File: config.mk
export PLATFORM = sky130hd
export DESIGN_NAME = fifo_word_packer
export DESIGN_NICKNAME = d
export VERILOG_FILES = /design/src/rtl/fifo_word_packer.sv
export SDC_FILE = /design/constraint.sdc
export NUM_CORES = 1
export LEC_CHECK = 0
export BUFFER_PORTS_ARGS = -buffer_cell sky130_fd_sc_hd__buf_4
export CORE_ASPECT_RATIO = 2
export CORE_MARGIN = 5
export CORE_UTILIZATION = 45
export CTS_CLUSTER_SIZE = 16
export DETAILED_ROUTE_END_ITERATION = 10
export PLACE_DENSITY = 0.69
export SLEW_MARGIN = 0
export SYNTH_ARGS = -nofsm -noshare
export SYNTH_HDL_FRONTEND = slang
export SYNTH_SLANG_ARGS = --single-unit
File: constraint.sdc
create_clock -name rd_clk_i -period 3.95 [get_ports rd_clk_i]
set_input_delay 0.79 -clock rd_clk_i [delete_from_list [all_inputs] [get_ports rd_clk_i]]
set_output_delay 0.79 -clock rd_clk_i [all_outputs]
set_load 0.05 [all_outputs]
File: src/rtl/fifo_word_packer.sv
// fifo_word_packer: read-side consumer of an async FIFO. Pops WIDTH-bit
// entries and packs RATIO of them (lane 0 = first popped) into one output
// word on a valid/ready stream. A flush pulse pushes out a partial word.
//
// state | meaning
// FILL  | issue pops and capture returning lanes until the word is full
// DRAIN | no pops; let the last read land, then emit partial word or finish
// HOLD  | word_valid_o high, word held stable until downstream accepts
module fifo_word_packer #(
  parameter int WIDTH     = 8,
  parameter int RATIO     = 4,
  parameter int CNT_WIDTH = $clog2(RATIO + 1)
) (
  input  logic                     rd_clk_i,
  input  logic                     rst_i,
  input  logic                     fifo_empty_i,
  input  logic [WIDTH-1:0]         fifo_rdata_i,
  output logic                     fifo_rd_en_o,
  input  logic                     flush_i,
  output logic [WIDTH*RATIO-1:0]   word_o,
  output logic [CNT_WIDTH-1:0]     byte_cnt_o,
  output logic                     word_valid_o,
  input  logic                     word_ready_i,
  output logic                     flush_done_o,
  output logic                     busy_o
);

  typedef enum logic [1:0] {
    ST_FILL  = 2'd0,
    ST_DRAIN = 2'd1,
    ST_HOLD  = 2'd2
  } state_t;

  localparam logic [CNT_WIDTH-1:0] RATIO_C = CNT_WIDTH'(RATIO);

  state_t                   r_state;
  state_t                   w_next_state;
  logic [CNT_WIDTH-1:0]     r_lane_cnt;
  logic                     r_inflight;
  logic                     r_flush_pend;
  logic                     r_from_flush;
  logic [WIDTH*RATIO-1:0]   r_lanes;

  logic [CNT_WIDTH-1:0]     w_cnt_sum;
  logic                     w_rd_en;
  logic                     w_flush_done;
  logic                     w_accept;

  // Lanes already captured plus the one still on its way back from the FIFO.
  assign w_cnt_sum = r_lane_cnt + {{(CNT_WIDTH-1){1'b0}}, r_inflight};
  assign w_accept  = (r_state == ST_HOLD) && word_ready_i;

  // Next-state, pop request and flush-done pulse.
  always_comb begin
    w_next_state = r_state;
    w_rd_en      = 1'b0;
    w_flush_done = 1'b0;
    case (r_state)
      ST_FILL: begin
        w_rd_en = !rst_i && !fifo_empty_i && !r_flush_pend && !flush_i &&
                  (w_cnt_sum < RATIO_C);
        // A word completing this edge wins over a flush; the flush is kept
        // pending and served as an empty flush after the accept.
        if (w_cnt_sum == RATIO_C) begin
          w_next_state = ST_HOLD;
        end else if (flush_i || r_flush_pend) begin
          w_next_state = ST_DRAIN;
        end
      end
      ST_DRAIN: begin
        if (!r_inflight) begin
          if (r_lane_cnt != '0) begin
            w_next_state = ST_HOLD;
          end else begin
            w_next_state = ST_FILL;
            w_flush_done = 1'b1;
          end
        end
      end
      ST_HOLD: begin
        if (word_ready_i) begin
          w_next_state = ST_FILL;
          w_flush_done = r_from_flush;
        end
      end
      default: w_next_state = ST_FILL;
    endcase
  end

  // State, lane capture, outstanding-read and flush bookkeeping.
  always_ff @(posedge rd_clk_i) begin
    if (rst_i) begin
      r_state      <= ST_FILL;
      r_lane_cnt   <= '0;
      r_inflight   <= 1'b0;
      r_flush_pend <= 1'b0;
      r_from_flush <= 1'b0;
      r_lanes      <= '0;
    end else begin
      r_state    <= w_next_state;
      r_inflight <= w_rd_en;

      if (w_accept) begin
        r_lanes      <= '0;
        r_lane_cnt   <= '0;
        r_from_flush <= 1'b0;
      end else begin
        if (r_inflight) begin
          for (int i = 0; i < RATIO; i++) begin
            if (r_lane_cnt == CNT_WIDTH'(i)) begin
              r_lanes[i*WIDTH +: WIDTH] <= fifo_rdata_i;
            end
          end
          r_lane_cnt <= r_lane_cnt + 1'b1;
        end
        if ((r_state == ST_DRAIN) && !r_inflight && (r_lane_cnt != '0)) begin
          r_from_flush <= 1'b1;
        end
      end

      if (r_state == ST_FILL) begin
        if (w_next_state == ST_DRAIN) begin
          r_flush_pend <= 1'b0;
        end else if (flush_i) begin
          r_flush_pend <= 1'b1;
        end
      end else if (flush_i) begin
        r_flush_pend <= 1'b1;
      end
    end
  end

  assign fifo_rd_en_o = w_rd_en;
  assign word_o       = r_lanes;
  assign byte_cnt_o   = (r_state == ST_HOLD) ? r_lane_cnt : '0;
  assign word_valid_o = (r_state == ST_HOLD);
  assign flush_done_o = w_flush_done;
  assign busy_o       = (r_lane_cnt != '0) || r_inflight || (r_state != ST_FILL);

endmodule

==> reports/metrics.csv, run 1 <==
metric;value;unit
ys_ff_latch;40;
period_share;73.7;%
avgSynthCellArea;8.37;µm²
p_clk_share;36.8;%
antenna_found_initial;0;
p_per_area;404;nW/µm²
critPathCaptureType;output port;
min_from;word_o[17];
coreArea;3800;µm²
die_x;53.9;µm
placed_area;2100;µm²
worst_ir_drop_vdd;0.302;mV
fp.dieArea;5270;µm²
synth-edff-count;0;
total_leakage_power;0.000891;µW
diodes;0;
critPathKind;flip-flop to output port;
std_cell_rows;32;
hold_violations;0;
cts_setup_buffers;0;
crit_fanout;17;
min_to;word_o[17];
final-setup-viol-count;0;
cts_hold_buf;0;
setup-tns-final;0;ps
pin_count;52;
maxCapViolCount;0;
critPathArrivalTime;2120;ps
synth_cells;207;
syn_nets;231;
viasPerCell;5.09;
post_cts_resize_count;0;
finalClockSkew;6.93;ps
cts_buffer_depth;2;
ys_warn_count;0;
start_kind;flip-flop;
htreeDepth;2;
drt_iter0_drc;22;
combPwrFrac;15.5;%
vias;1548;
wl;4.29;mm
drive_gt1_share;25.3;%
slew_viol_final;0;
grtUsageTotal;17.3;%
grt_pass1_wl;6.82;mm
final_area;2200;µm²
crit_path_start;r_inflight;
rsz0062_at_grt;false;
min_path_cells;2;
die_h;97.8;µm
p_int;646;µW
cp_slowest_cell;dfxtp_1;
fmax;344;MHz
numCtsBuffers;5;
dpl.hpwl;3.25;mm
cpMostUsedCell;ha_1;
ant_nets;0;
clk_pin_slew;80;ps
sw_frac_of_total;27.4;%
status;finished clean;
tritoncts;built;
path_cells;ha_1, ha_1, xnor2_1, nand2_1, nor4_1, buf_4;
area_delta_synth_final;27.2;%
p_seq_share;47.8;%
synthFlopType;dfxtp_1;
synth_cell_types;26;
r2r_slack;2050;ps
clock_sinks;40;
firstDrtPassIters;4;
post-route-min-period;2910;ps
initial_core_util;45.6;%
slew_headroom;23.6;%
worst_pin_slew;1150;ps
syn_area;1730;µm²
r2r.worst_path.cells;6;
drc;0;
final_core_util;58.0;%
grt-ovfl-total;0;
async_reset_ff_share;0;%
required;3160;ps
hp-class;flip-flop to flip-flop;
grt_max_degree;37;
cpPeakStageDelay;710;ps
clockRootBuffer;clkbuf_8;
fin_nets;276;
numPortBuffers;51;
worstSkewPairLatency;290;ps
yosysSeqAreaShare;46.2;%
reg2reg_from;r_inflight;
gp_congestion;0.810;
grt_pass1_vias;1483;
wl_per_cell;14.1;µm
power.net_switching;244;µW
reg2reg_to;r_state[0];
kinds of logic (layout without fill, tap and decap cells):
| group | count (synthesis) | in the layout | share of synthesized area (%) |
|---|---|---|---|
| AOI/OAI and AO/OA | 42 | 42 | 13.8 |
| xor gates and xnor gates | 2 | 2 | 1.01 |
| DFF | 40 | 40 | 46.2 |
| muxes | 1 | 1 | 0.578 |
| and+or+nand+nor | 90 | 90 | 24.0 |
| buffers and inverters | 21 | 67 | 6.50 |
| adders and majority gates | 11 | 11 | 7.94 |
area by class of cell:
type / count / area [µm²]
flip-flops and latches: 40 / 801
well taps: 51 / 63.8
repair buffers: 51 / 383
clock buffers: 6 / 72.6
fillers: 393 / 1600
multi-input cells: 146 / 820
inverters: 8 / 30.0
clock inverters: 2 / 35.0
routing by layer:
layer	global-route usage [%]	up-vias	routed length, µm
li1	-	792	-
met1	18.7	705	1610
met2	31.1	44	2350
met3	4.12	7	260
met4	5.31	0	63
met5	0	-	0
critical path: cells and delay by family, from the launching register on:
kind                     cells  cell delay [ps]
XOR/XNOR                     1              160
adder cells (fa/ha/maj)      2              410
buffers and inverters        1              250
flip-flops                   1              710
AND/OR/NAND/NOR              2              310
sequential cells by signal, indices dropped and copies added (netlist names):
name / cells
word_o: 32
r_lane_cnt: 3
r_from_flush: 1
r_state: 2
r_inflight: 1
r_flush_pend: 1
synth_stat cells (2+ instances only):
cell type,instances,area [µm²]
dfxtp_1,40,801
nand3_1,35,175
buf_6,3,33.8
xnor2_1,2,17.5
inv_1,8,30.0
buf_1,3,11.3
nor2_1,9,33.8
a21oi_1,32,160
a211oi_1,5,37.5
nand2_2,2,12.5
ha_1,11,138
nor4_1,2,12.5
buf_2,6,30.0
nand2_1,37,139
power groups by stage:
stage / Clock [µW] / Combinational (µW) / Sequential [µW]
floorplan: 0 / 89.4 / 443
global placement: 0 / 137 / 435
detailed placement: 0 / 138 / 435
CTS: 335 / 139 / 425
global route: 351 / 149 / 427
finish: 327 / 138 / 425
worst max path at each step:
stage                     cells after the start           end
after floorplan                               3  fifo_rd_en_o
after global placement                        6  fifo_rd_en_o
after detailed placement                      6  fifo_rd_en_o
after CTS                                     6  fifo_rd_en_o
after global routing                          6  fifo_rd_en_o
final                                         6  fifo_rd_en_o
per-stage QoR:
stage	power, µW	hold slack [ps]	instances	setup slack (ps)
after floorplan	532	440	207	667
after global placement	571	444	296	1420
after detailed placement	573	448	296	1350
after CTS	898	460	304	1020
after global routing	926	480	304	849
final	890	455	304	1040
cells in the final DEF, fill, tap and decap left out, drive strengths merged, types with 2 or more instances in the layout:
cell	netlist	layout
nor4	2	2
xnor2	2	2
nand3	35	35
nand2	40	40
nor2	9	9
buf	13	51
nor3	2	2
clkbuf	0	6
dfxtp	40	40
a211oi	6	6
ha	11	11
a21oi	32	32
inv	8	8
(Power assumes the default switching activity.)
==> run 2, diff against run 1 <==
==> constraint.sdc (replaced) <==
create_clock -name rd_clk_i -period 2.8 [get_ports rd_clk_i]
set_input_delay 0.56 -clock rd_clk_i [delete_from_list [all_inputs] [get_ports rd_clk_i]]
set_output_delay 0.56 -clock rd_clk_i [all_outputs]
set_load 0.05 [all_outputs]
==> reports/metrics.csv, run 2 (synthesized netlist as in run 1, its figures left out) <==
metric;value;unit;change
numCtsBuffers;5;;unchanged
coreArea;3800;µm²;unchanged
post-route-min-period;2380;ps;
dpl.hpwl;3.23;mm;was 3.25 mm
wl;4.28;mm;was 4.29 mm
rsz0062_at_grt;false;;unchanged
status;finished clean;;unchanged
grt_max_degree;37;;unchanged
grt-ovfl-total;0;;unchanged
final-setup-viol-count;0;;unchanged
cts_buffer_depth;2;;unchanged
die_h;97.8;µm;unchanged
cts_setup_buffers;0;;unchanged
critPathKind;flip-flop to output port;;unchanged
clock_sinks;40;;unchanged
htreeDepth;2;;unchanged
diodes;0;;unchanged
fin_nets;278;;was 276
layout.cells.non_filler;306;;was 304
slew_viol_final;0;;unchanged
start_kind;flip-flop;;unchanged
vias;1581;;was 1548
tritoncts;built;;unchanged
post_cts_resize_count;0;;unchanged
r2r_slack;1000;ps;was 2050 ps
layout_commonest_cell;buf_4;;unchanged
hold_violations;0;;unchanged
worstSkewPairLatency;290;ps;about the same
holdWs;437;ps;was 455 ps
drc;0;;unchanged
period_share;85.0;%;
initial_core_util;45.6;%;unchanged
hp-class;input pin to flip-flop;;was flip-flop to flip-flop
setup-tns-final;0;ps;unchanged
grt_pass1_vias;1527;;was 1483
std_cell_rows;32;;unchanged
clockRootBuffer;clkbuf_8;;unchanged
worst_pin_slew;450;ps;was 1150 ps
final_cell_mix;53 x buf_4, 40 x dfxtp_1, 37 x nand2_1;;was 51 x buf_4, 40 x dfxtp_1, 37 x nand2_1
drive_gt1_share;26.7;%;was 25.3%
fillers;375;;was 393
numPortBuffers;51;;unchanged
finalClockSkew;8.09;ps;was 6.93 ps
cts_hold_buf;0;;unchanged
grtUsageTotal;18.1;%;was 17.3%
maxCapViolCount;0;;unchanged
worst_ir_drop_vdd;0.501;mV;was 0.302 mV
die_x;53.9;µm;unchanged
area_delta_synth_final;28.7;%;was 27.2%
fmax;420;MHz;
drt_iter0_drc;30;;was 22
clk_pin_slew;80;ps;about the same
numPlacedInstances;298;;was 296
power;1270;µW;was 890 µW
largest_register_ffs;32;;unchanged
wl_per_cell;14.0;µm;was 14.1 µm
fp.dieArea;5270;µm²;unchanged
total_leakage_power;0.000900;µW;was 0.000891 µW
slew_headroom;70.0;%;was 23.6%
viasPerCell;5.17;;was 5.09
critPathArrivalTime;1820;ps;was 2120 ps
crit_fanout;12;;was 17
p_per_area;569;nW/µm²;was 404 nW/µm²
pin_count;52;;unchanged
grt_pass1_wl;7.02;mm;was 6.82 mm
firstDrtPassIters;4;;unchanged
antenna_found_initial;0;;unchanged
critPathCaptureType;output port;;unchanged
gp_congestion;0.752;;was 0.810
ant_nets;0;;unchanged
required;2240;ps;was 3160 ps
-- run 2: power breakdown --
part / leakage, µW / switching, µW / total [µW] / internal (µW)
clock: 0.0000541 / 207 / 470 / 264
combinational: 0.000523 / 136 / 202 / 66.3
sequential: 0.000323 / 12.5 / 596 / 583
-- run 2: final cells by class --
| class | instances | area [µm²] | share of cell area, % |
|---|---|---|---|
| well taps | 51 | 63.8 | 2.86 |
| clock buffers | 5 | 68.8 | 3.09 |
| clock inverters | 3 | 42.5 | 1.91 |
| repair buffers | 53 | 398 | 17.8 |
| inverters | 8 | 30.0 | 1.35 |
| flip-flops and latches | 40 | 801 | 35.9 |
| multi-input cells | 146 | 826 | 37.0 |
-- run 2: worst max-delay path, cell delays in order, from the launching register on --
cell and delay (ps):
dfxtp_1 370, inv_1 120, ha_1 440, nand3_1 130, a21boi_0 230, buf_4 230
-- run 2: final timing paths --
check / start / end / depth (start not counted)
worst max-delay path: r_lane_cnt[0] / flush_done_o / 5
worst min-delay path: fifo_empty_i / r_inflight / 2
worst max register to register: r_lane_cnt[0] / r_flush_pend / 5
worst min register to register: word_o[26] / word_o[26] / 2
-- run 2: routing by layer --
metal	wire [µm]	track usage (%)
met5	0	0
met4	80	7.87
met3	239	3.51
met2	2390	33.8
met1	1560	17.7
-- run 2: metrics by stage --
stage                     worst slack (ps)  util, %  area [µm²]
after floorplan                       59.3        -        1740
after global placement                 794     55.7        2120
after detailed placement               739     55.7        2120
after global routing                   270     58.6        2230
final                                  421     58.6        2230
after CTS                              396     58.6        2230
==> run 3, diff against run 2 <==
==> constraint.sdc (replaced) <==
create_clock -name rd_clk_i -period 2.2 [get_ports rd_clk_i]
set_input_delay 0.44 -clock rd_clk_i [delete_from_list [all_inputs] [get_ports rd_clk_i]]
set_output_delay 0.44 -clock rd_clk_i [all_outputs]
set_load 0.05 [all_outputs]
==> reports/metrics.csv, run 3 (synthesized netlist as in run 1, its figures left out) <==
metric;value;unit;change
status;finished clean;;unchanged
ant_nets;0;;unchanged
numPlacedInstances;300;;was 298
total_leakage_power;0.000924;µW;was 0.000900 µW
cts_buffer_depth;2;;unchanged
drt_iter0_drc;39;;was 30
period_share;96.0;%;
diodes;0;;unchanged
required;1760;ps;was 2240 ps
pin_count;52;;unchanged
clk_pin_slew;80;ps;about the same
wl_per_cell;14.1;µm;was 14.0 µm
layout.cells.non_filler;312;;was 306
final_core_util;60.9;%;was 58.6%
worstSkewPairLatency;290;ps;about the same
worst_pin_slew;379;ps;was 450 ps
cpMostUsedCell;ha_4;;
clockRootBuffer;clkbuf_8;;unchanged
min_from;fifo_empty_i;;unchanged
fmax;473;MHz;
largest_register_ffs;32;;unchanged
cpPeakStageDelay;370;ps;was 440 ps
grt_pass1_vias;1504;;was 1527
finalClockSkew;3.08;ps;was 8.09 ps
dpl.hpwl;3.36;mm;was 3.23 mm
critPathCaptureType;output port;;unchanged
worst_ir_drop_vdd;0.659;mV;was 0.501 mV
antenna_found_initial;0;;unchanged
htreeDepth;2;;unchanged
post-route-min-period;2110;ps;
final-setup-viol-count;0;;unchanged
hp-class;input pin to flip-flop;;unchanged
crit_fanout;4;;was 12
min_to;r_inflight;;unchanged
std_cell_rows;32;;unchanged
viasPerCell;5.07;;was 5.17
tritoncts;built;;unchanged
path_cells;ha_4, ha_4, xnor2_4, nand2_2, nor4_4, buf_6;;was inv_1, ha_1, nand3_1, a21boi_0, buf_4
die_x;53.9;µm;unchanged
grt_pass1_wl;6.87;mm;was 7.02 mm
critPathKind;flip-flop to output port;;unchanged
grt_max_degree;28;;was 37
layout_commonest_cell;buf_4;;unchanged
hold_violations;0;;unchanged
maxCapViolCount;0;;unchanged
slew_viol_final;0;;unchanged
grt-ovfl-total;0;;unchanged
numPortBuffers;51;;unchanged
slew_headroom;74.7;%;was 70.0%
gp_congestion;0.741;;was 0.752
drc;0;;unchanged
cts_hold_buf;0;;unchanged
cp_slowest_cell;dfxtp_4;;was ha_1
critPathArrivalTime;1670;ps;was 1820 ps
area_delta_synth_final;33.7;%;was 28.7%
reg2reg_to;r_flush_pend;;unchanged
firstDrtPassIters;4;;unchanged
r2r_slack;560;ps;was 1000 ps
start_kind;flip-flop;;unchanged
numCtsBuffers;5;;unchanged
die_h;97.8;µm;unchanged
fp.dieArea;5270;µm²;unchanged
final_cell_mix;58 x buf_4, 39 x dfxtp_1, 36 x nand2_1;;was 53 x buf_4, 40 x dfxtp_1, 37 x nand2_1
coreArea;3800;µm²;unchanged
min_path_cells;2;;unchanged
vias;1582;;was 1581
drive_gt1_share;30.7;%;was 26.7%
fin_nets;284;;was 278
p_per_area;656;nW/µm²;was 569 nW/µm²
initial_core_util;45.6;%;unchanged
clock_sinks;40;;unchanged
r2r.worst_path.cells;5;;unchanged
wl;4.39;mm;was 4.28 mm
reg2reg_from;r_lane_cnt[1];;was r_lane_cnt[0]
grtUsageTotal;18.0;%;was 18.1%
run 3: worst max-delay path by stage:
stage	start	end	slack [ps]	cells past startpoint
2_1_floorplan	r_state[0]	byte_cnt_o[0]	7	4
3_3_place_gp	r_lane_cnt[0]	fifo_rd_en_o	310	6
3_5_place_dp	r_lane_cnt[0]	fifo_rd_en_o	270	6
4_1_cts	r_lane_cnt[0]	fifo_rd_en_o	10	6
5_1_grt	r_lane_cnt[0]	fifo_rd_en_o	-1	6
6_report	r_lane_cnt[0]	fifo_rd_en_o	90	6
run 3: layer usage:
layer  up-vias  GRT usage, %  share of wire, %
li1        807             -                 -
met1       718          18.1                36
met3         7          4.27               6.1
met4         0          9.25               2.6
met5         -             0                 0
met2        50          32.0                56
run 3: what timing repair did:
| action | in CTS | in global routing |
|---|---|---|
| setup buffers | 0 | 4 |
| pin swaps | 0 | 2 |
| resized for setup | 3 | 7 |
| setup endpoints to repair | 1 | 1 |
run 3: through the flow:
| stage | power, µW | setup WS (ps) | setup TNS, ps | hold WS (ps) | cell area (µm²) |
|---|---|---|---|---|---|
| global placement | 1040 | 307 | 0 | 442 | 2150 |
| global route | 1590 | -1.35 | -1.35 | 329 | 2320 |
| detailed placement | 1040 | 265 | 0 | 448 | 2150 |
| CTS | 1520 | 12.4 | 0 | 327 | 2250 |
| floorplan | 962 | 7.47 | 0 | 440 | 1750 |
| finish | 1520 | 87.9 | 0 | 333 | 2320 |
run 3: cell type report:
type	instances	area, µm²
clock inverter	3	18.8
fill	360	1490
sequential	40	805
timing repair buffer	59	447
multi-input combinational	146	885
inverter	8	30.0
tap	51	63.8
clock buffer	5	68.8
run 3: where the power goes:
| part | internal (µW) | total, µW | switching (µW) |
|---|---|---|---|
| sequential | 742 | 759 | 17.2 |
| combinational | 102 | 283 | 182 |
| clock | 221 | 476 | 256 |
| total | 1060 | 1520 | 455 |
run 3: worst max-delay path: cells and delay by family (launching register included):
family	cells	cell delay [ps]
XOR/XNOR	1	170
adder cells (fa/ha/maj)	2	330
buffers and inverters	1	190
flip-flops	1	370
AND/OR/NAND/NOR	2	320
